`config.mk`:
```
export PLATFORM = sky130hd
export DESIGN_NAME = adc_frame_rx
export DESIGN_NICKNAME = d
export VERILOG_FILES = /design/src/rtl/esc_pkg.sv /design/src/rtl/sync_bits.sv /design/src/rtl/adc_frame_rx.sv
export SDC_FILE = /design/constraint.sdc
export NUM_CORES = 1
export LEC_CHECK = 0
export CAP_MARGIN = 20
export CORE_MARGIN = 3
export CORE_UTILIZATION = 55
export DETAILED_ROUTE_END_ITERATION = 8
export PLACE_DENSITY = 0.84
export SYNTH_ARGS = -nofsm -noshare
export SYNTH_HDL_FRONTEND = slang
export SYNTH_HIERARCHICAL = 1
export SYNTH_SLANG_ARGS = --single-unit
export TNS_END_PERCENT = 5
```
`constraint.sdc`:
```
create_clock -name clk_ctrl -period 1.7 [get_ports clk_ctrl]
set_input_delay 0.17 -clock clk_ctrl [delete_from_list [all_inputs] [get_ports clk_ctrl]]
set_output_delay 0.17 -clock clk_ctrl [all_outputs]
set_load 0.05 [all_outputs]
```
`src/rtl/esc_pkg.sv`:
```
// ============================================================================
// Module      : esc_pkg
// Description : Shared constants and types for the ESC ADC receive path.
// Revision    : 1.0 - initial release
// ============================================================================
`default_nettype none

package esc_pkg;

    localparam int ADC_NUM_LANES = 5;
    localparam int ADC_WORD_BITS = 24;

    typedef enum logic [1:0] {
        IDLE  = 2'd0,
        SHIFT = 2'd1,
        DONE  = 2'd2
    } adc_rx_state_t;

endpackage

`default_nettype wire

```
`src/rtl/sync_bits.sv`:
```
// ============================================================================
// Module      : sync_bits
// Description : Vector of independent 2-FF synchronizers, reset to zero.
// Revision    : 1.0 - initial release
// ============================================================================
`default_nettype none

module sync_bits #(
    parameter int WIDTH = 1
) (
    input  logic             clk,
    input  logic             rst_n,
    input  logic [WIDTH-1:0] d,
    output logic [WIDTH-1:0] q
);

    (* ASYNC_REG = "TRUE" *) logic [WIDTH-1:0] meta;
    (* ASYNC_REG = "TRUE" *) logic [WIDTH-1:0] sync;

    always_ff @(posedge clk or negedge rst_n) begin
        if (!rst_n) begin
            meta <= '0;
            sync <= '0;
        end else begin
            meta <= d;
            sync <= meta;
        end
    end

    assign q = sync;

endmodule

`default_nettype wire

```
`src/rtl/adc_frame_rx.sv`:
```
// ============================================================================
// Module      : adc_frame_rx
// Description : Oversampling multi-lane ADC frame receiver (MSB-first words).
// Revision    : 1.0 - initial release
// ============================================================================
`default_nettype none

module adc_frame_rx
    import esc_pkg::*;
#(
    parameter int NUM_LANES   = ADC_NUM_LANES,
    parameter int WORD_BITS   = ADC_WORD_BITS,
    parameter int TIMEOUT_CYC = 64
) (
    input  logic                           clk_ctrl,
    input  logic                           rst_n,
    input  logic                           en,
    input  logic                           dclk,
    input  logic                           drdy,
    input  logic [NUM_LANES-1:0]           adc_d,
    output logic [NUM_LANES*WORD_BITS-1:0] sample_data,
    output logic                           sample_valid,
    output logic                           frame_err,
    output logic [15:0]                    frame_cnt,
    output logic                           busy
);

    localparam int CNT_W = $clog2(WORD_BITS + 1);
    localparam int TO_W  = $clog2(TIMEOUT_CYC + 1);
    localparam logic [CNT_W-1:0] CNT_LAST = CNT_W'(WORD_BITS - 1);
    localparam logic [TO_W-1:0]  TO_LAST  = TO_W'(TIMEOUT_CYC - 1);

    logic [NUM_LANES+1:0]           sync_q;
    logic                           dclk_d;
    logic                           bit_ev;
    logic                           ev_drdy;
    logic                           drdy_last;
    logic [NUM_LANES-1:0]           ev_lanes;
    logic                           frame_start;
    logic [NUM_LANES*WORD_BITS-1:0] shreg_all;

    adc_rx_state_t    state, state_nx;
    logic [CNT_W-1:0] bit_cnt, bit_cnt_nx;
    logic [TO_W-1:0]  to_cnt, to_cnt_nx;
    logic [15:0]      frame_cnt_q;
    logic             load, shift_en, capture, valid_nx, err_nx;

    // One synchronizer bank for clock, ready and lanes keeps them cycle-aligned.
    sync_bits #(
        .WIDTH(NUM_LANES + 2)
    ) u_sync (
        .clk  (clk_ctrl),
        .rst_n(rst_n),
        .d    ({dclk, drdy, adc_d}),
        .q    (sync_q)
    );

    // Edge stage: lane and drdy bits are delayed with the event so they stay aligned.
    always_ff @(posedge clk_ctrl or negedge rst_n) begin
        if (!rst_n) begin
            dclk_d    <= 1'b0;
            bit_ev    <= 1'b0;
            ev_drdy   <= 1'b0;
            ev_lanes  <= '0;
            drdy_last <= 1'b0;
        end else begin
            dclk_d   <= sync_q[NUM_LANES+1];
            bit_ev   <= sync_q[NUM_LANES+1] & ~dclk_d;
            ev_drdy  <= sync_q[NUM_LANES];
            ev_lanes <= sync_q[NUM_LANES-1:0];
            if (bit_ev) drdy_last <= ev_drdy;
        end
    end

    assign frame_start = bit_ev & ev_drdy & ~drdy_last;

    for (genvar k = 0; k < NUM_LANES; k++) begin : g_lane
        logic [WORD_BITS-1:0] shreg;
        always_ff @(posedge clk_ctrl or negedge rst_n) begin
            if (!rst_n)        shreg <= '0;
            else if (load)     shreg <= {{(WORD_BITS-1){1'b0}}, ev_lanes[k]};
            else if (shift_en) shreg <= {shreg[WORD_BITS-2:0], ev_lanes[k]};
        end
        assign shreg_all[k*WORD_BITS +: WORD_BITS] = shreg;
    end

    always_comb begin
        state_nx   = state;
        bit_cnt_nx = bit_cnt;
        to_cnt_nx  = to_cnt;
        load       = 1'b0;
        shift_en   = 1'b0;
        capture    = 1'b0;
        valid_nx   = 1'b0;
        err_nx     = 1'b0;
        if (!en) begin
            state_nx = IDLE;
        end else begin
            case (state)
                IDLE: begin
                    if (frame_start) begin
                        state_nx   = SHIFT;
                        load       = 1'b1;
                        bit_cnt_nx = CNT_W'(1);
                        to_cnt_nx  = '0;
                    end
                end
                SHIFT: begin
                    if (frame_start) begin
                        // Premature drdy: drop the partial word, restart on this event.
                        err_nx     = 1'b1;
                        load       = 1'b1;
                        bit_cnt_nx = CNT_W'(1);
                        to_cnt_nx  = '0;
                    end else if (bit_ev) begin
                        shift_en   = 1'b1;
                        bit_cnt_nx = bit_cnt + CNT_W'(1);
                        to_cnt_nx  = '0;
                        if (bit_cnt == CNT_LAST) state_nx = DONE;
                    end else begin
                        to_cnt_nx = to_cnt + TO_W'(1);
                        if (to_cnt == TO_LAST) begin
                            state_nx = IDLE;
                            err_nx   = 1'b1;
                        end
                    end
                end
                DONE: begin
                    state_nx = IDLE;
                    capture  = 1'b1;
                    valid_nx = 1'b1;
                end
                default: state_nx = IDLE;
            endcase
        end
    end

    always_ff @(posedge clk_ctrl or negedge rst_n) begin
        if (!rst_n) begin
            state        <= IDLE;
            bit_cnt      <= '0;
            to_cnt       <= '0;
            sample_valid <= 1'b0;
            frame_err    <= 1'b0;
            sample_data  <= '0;
            frame_cnt_q  <= '0;
        end else begin
            state        <= state_nx;
            bit_cnt      <= bit_cnt_nx;
            to_cnt       <= to_cnt_nx;
            sample_valid <= valid_nx;
            frame_err    <= err_nx;
            if (capture) begin
                sample_data <= shreg_all;
                frame_cnt_q <= frame_cnt_q + 16'd1;
            end
        end
    end

    assign frame_cnt = frame_cnt_q;
    assign busy      = (state == SHIFT);

endmodule

`default_nettype wire

```
==> impl_metrics.env, run 1 <==
export IMPL_cts_buffers=28
export IMPL_min_path_type="input port to flip-flop"
export IMPL_start_kind="flip-flop"
export IMPL_start_util_pct=57.04
export IMPL_grt_pass1_vias=8600
export IMPL_yosysMostFrequentCell="nand2_1"
export IMPL_ir_worst_vdd_uv=635.1
export IMPL_async_reset_ff_share_pct=100.0
export IMPL_drv_slew=0
export IMPL_path_depth=1
export IMPL_num_nets_final=1360
export IMPL_pwr_share_clk_pct=46.5
export IMPL_grt_usage_pct=22.38
export IMPL_r2r_start="state[0]"
export IMPL_synthTopCellsByCount="nand2_1, dfrtp_1, a21oi_1"
export IMPL_grt_pass1_wl_um=41620
export IMPL_synth_xor_xnor_area_share_pct=1.702
export IMPL_synth_largest_area_cell="dfrtp_1"
export IMPL_drt_iter0_markers=616
export IMPL_wirelength_um=24060
export IMPL_setup_ws_ns=0.04401
export IMPL_drtAntennaViolNets=0
export IMPL_critPathBufInv=1
export IMPL_synth_nets=1206
export IMPL_synthMuxAreaShare_pct=0.1879
export IMPL_io_pins=149
export IMPL_cp_slowest_cell="dlygate4sd2_1"
export IMPL_utilization_pct=71.57
export IMPL_synth_area_leaders="dfrtp_1, nand2_1, a21oi_1, nand3_1, buf_2"
export IMPL_clock_latency_ns=0.53
export IMPL_clockRootBuffer="clkbuf_16"
export IMPL_synth_seq_cells=295
export IMPL_fill_cells=1425
export IMPL_p_total_mw=14.23
export IMPL_intPower_mw=11.30
export IMPL_rsz0062_at_grt="true"
export IMPL_synth_edf_count=0
export IMPL_slew_headroom_pct=65.10
export IMPL_synth_adder_area_share_pct=0.3316
export IMPL_max_stage_delay_ns=0.55
export IMPL_cp_cell_sequence="dlygate4sd2_1"
export IMPL_netSwitchingFraction_pct=20.62
export IMPL_critPathLaunch="frame_cnt[14]"
export IMPL_post_place_ws_ns=-0.06676
export IMPL_ff2ff_path_depth=4
export IMPL_power_net_switching_mw=2.936
export IMPL_dieWidth_um=149.5
export IMPL_finalSetupViolations=0
export IMPL_fin_crit_ns=1.656
export IMPL_cp_end_kind="output pin"
export IMPL_fin_setup_tns_ns=0
export IMPL_cp_required_ns=1.53
export IMPL_fp_row_count=51
export IMPL_p_per_area_nw_per_um2=1002
export IMPL_drc=0
export IMPL_met3_usage_pct=3.180
export IMPL_tightest_slew_ns=0.5235
export IMPL_finClkSkew_ns=0.01655
export IMPL_cts_reportedPaths_clkPinSlew_ns=0.06
export IMPL_r2r_end="frame_cnt[7]"
export IMPL_synthesis_instances=1193
export IMPL_area_growth_pct=25.47
export IMPL_synth_area_per_cell_um2=9.488
export IMPL_chipHeight_um=149.5
export IMPL_hpwl_um=15730
export IMPL_period_share_pct=97.41
export IMPL_min_to="u_sync/meta[6]"
export IMPL_grtUsageMet1_pct=31.65
export IMPL_finalHoldViolations=0
export IMPL_gr_max_usage_layer="met2"
export IMPL_synth_top_family_by_area="simple AND/OR/NAND/NOR gates"
export IMPL_antenna_found_initial=0
export IMPL_yosysSeqAreaShare_pct=65.21
export IMPL_clock_sinks=295
export IMPL_port_buffers=148
export IMPL_drtPass1Iterations=5
export IMPL_cp_max_fo=3
export IMPL_final_cell_area_um2=14200
export IMPL_comb_power_share_pct=2.9
export IMPL_htreeDepth=1
export IMPL_place_gp_congestion=0.7762
export IMPL_crit_type="flip-flop to output pin"
export IMPL_cp_arrival_ns=1.49
export IMPL_wl_per_cell_um=14.72
export IMPL_synth_ff_type="dfrtp_1"
export IMPL_viasPerCell=5.242
export IMPL_whs_path_depth=1
export IMPL_cts_setup_buffers=0
export IMPL_synth_simple_area_share_pct=25.01
export IMPL_use_met2_pct=37.42
export IMPL_fmax_mhz=603.9
export IMPL_vias=8565
export IMPL_core_region_area_um2=19850
export IMPL_status="complete, no violations"
export IMPL_critical_path_top_delay_family="buffers and inverters"
export IMPL_die_area_um2=22340
export IMPL_synth_compound_area_share_pct=4.388
export IMPL_power_frac_seq_pct=50.6
export IMPL_netlist_area_um2=11320
export IMPL_grt_max_degree=64
export IMPL_p_leak_nw=7.868
export IMPL_maxCapViolations=0
export IMPL_synth_cell_types=41
export IMPL_cts_tree="built"
export IMPL_n_antenna_cell=0
export IMPL_cts_max_path_buffers=3
export IMPL_postPlaceCellArea_um2=13310
export IMPL_netlist_area_leader_share_pct=65.21
export IMPL_synth_warnings=6
export IMPL_layout_drive_gt1_share_pct=10.59
export IMPL_grt_overflow=0
export IMPL_worstHoldStart="dclk"
export IMPL_r2r_slack_ns=0.09
## cell families (layout without fill, tap and decap cells)
family,Yosys count,in the layout
adder cells (fa/ha/maj),3,3
buffers and inverters,73,249
AO/OA/AOI/OAI,90,90
XOR/XNOR,22,22
flip-flops,295,295
AND/OR/NAND/NOR,708,708
multiplexers,2,2
## registers in the layout, summed over array words and instances (netlist names), 2 cells and up
signal        flops
bit_cnt           5
to_cnt            7
g_lane.shreg    120
u_sync/meta       7
state             2
u_sync/q          7
ev_lanes          5
sample_data     120
frame_cnt        16
## worst max path at each step
| stage | endpoint |
|---|---|
| global placement | frame_cnt[7] |
| detailed placement | frame_cnt[7] |
| finish | frame_cnt[14] |
| global route | state[1] |
| CTS | frame_cnt[14] |
| floorplan | frame_cnt[13] |
## worst reg2reg max path, stage by stage (launching register included)
cell and delay [ns]:
dfrtp_1 0.38, nand3b_1 0.35, nor3_4 0.40, and3_1 0.22
xor2_1 0.17
## cells in the final DEF, fill, tap and decap left out, drive strengths merged, types with 2 or more instances in the layout
cell and instances:
o211a 2, nand4 5, bufinv 3, nor2 11
dfrtp 295, clkinv 6, and3 4, nand2b 2
clkdlybuf4s50 8, dlygate4sd2 104, nor4 2, nand3 47
o211ai 2, and2 4, buf 82, and4 3
clkbuf 43, nand2 622, xor2 10, ha 3
inv 2, nor3 2, nor2b 3, o2111ai 3
a21oi 76, xnor2 12, o21ai 3
## layer usage
layer	vias up	share of wire (%)	routed length, µm
met1	4201	43	10350
met3	38	5.8	1406
li1	4066	-	-
met4	0	1.8	425
met2	260	49	11870
met5	-	0	0
## timing repair
action / in CTS / in global routing
endpoints found under the setup margin: 104 / 59
hold buffers: 1 / 0
hold endpoints to repair: 113 / 0
gates resized for setup: 104 / 3
## stage by stage
stage | hold WS (ns) | std cells
floorplan | -0.1256 | 1193
global placement | 0.1426 | 1581
detailed placement | 0.1447 | 1581
CTS | 0.05776 | 1634
global route | 0.06447 | 1634
finish | 0.07783 | 1634
## power groups by stage
stage | sequential (mW) | combinational, mW | clock, mW
after floorplan | 7.31 | 0.158 | 0
after global placement | 7.33 | 0.408 | 0
after detailed placement | 7.33 | 0.421 | 0
after CTS | 7.20 | 0.423 | 6.72
after global routing | 7.21 | 0.469 | 7.05
final | 7.20 | 0.409 | 6.62
## final cells by class
class / instances / area (µm²) / area share, %
Inverter: 2 / 10.01 / 0.07048
Multi-Input combinational cell: 825 / 3595 / 25.31
Clock inverter: 9 / 120.1 / 0.8457
Sequential cell: 295 / 7383 / 51.99
Clock buffer: 43 / 888.4 / 6.255
Tap cell: 265 / 331.6 / 2.335
Timing Repair Buffer: 195 / 1874 / 13.20
No activity file was read; power rests on OpenSTA's default activity.
==> run 2: changes to the inputs <==
CAP_MARGIN = 15   (was 20)
==> results of run 2 <==
Final layout, timing and power as in run 1 (identical DEF).
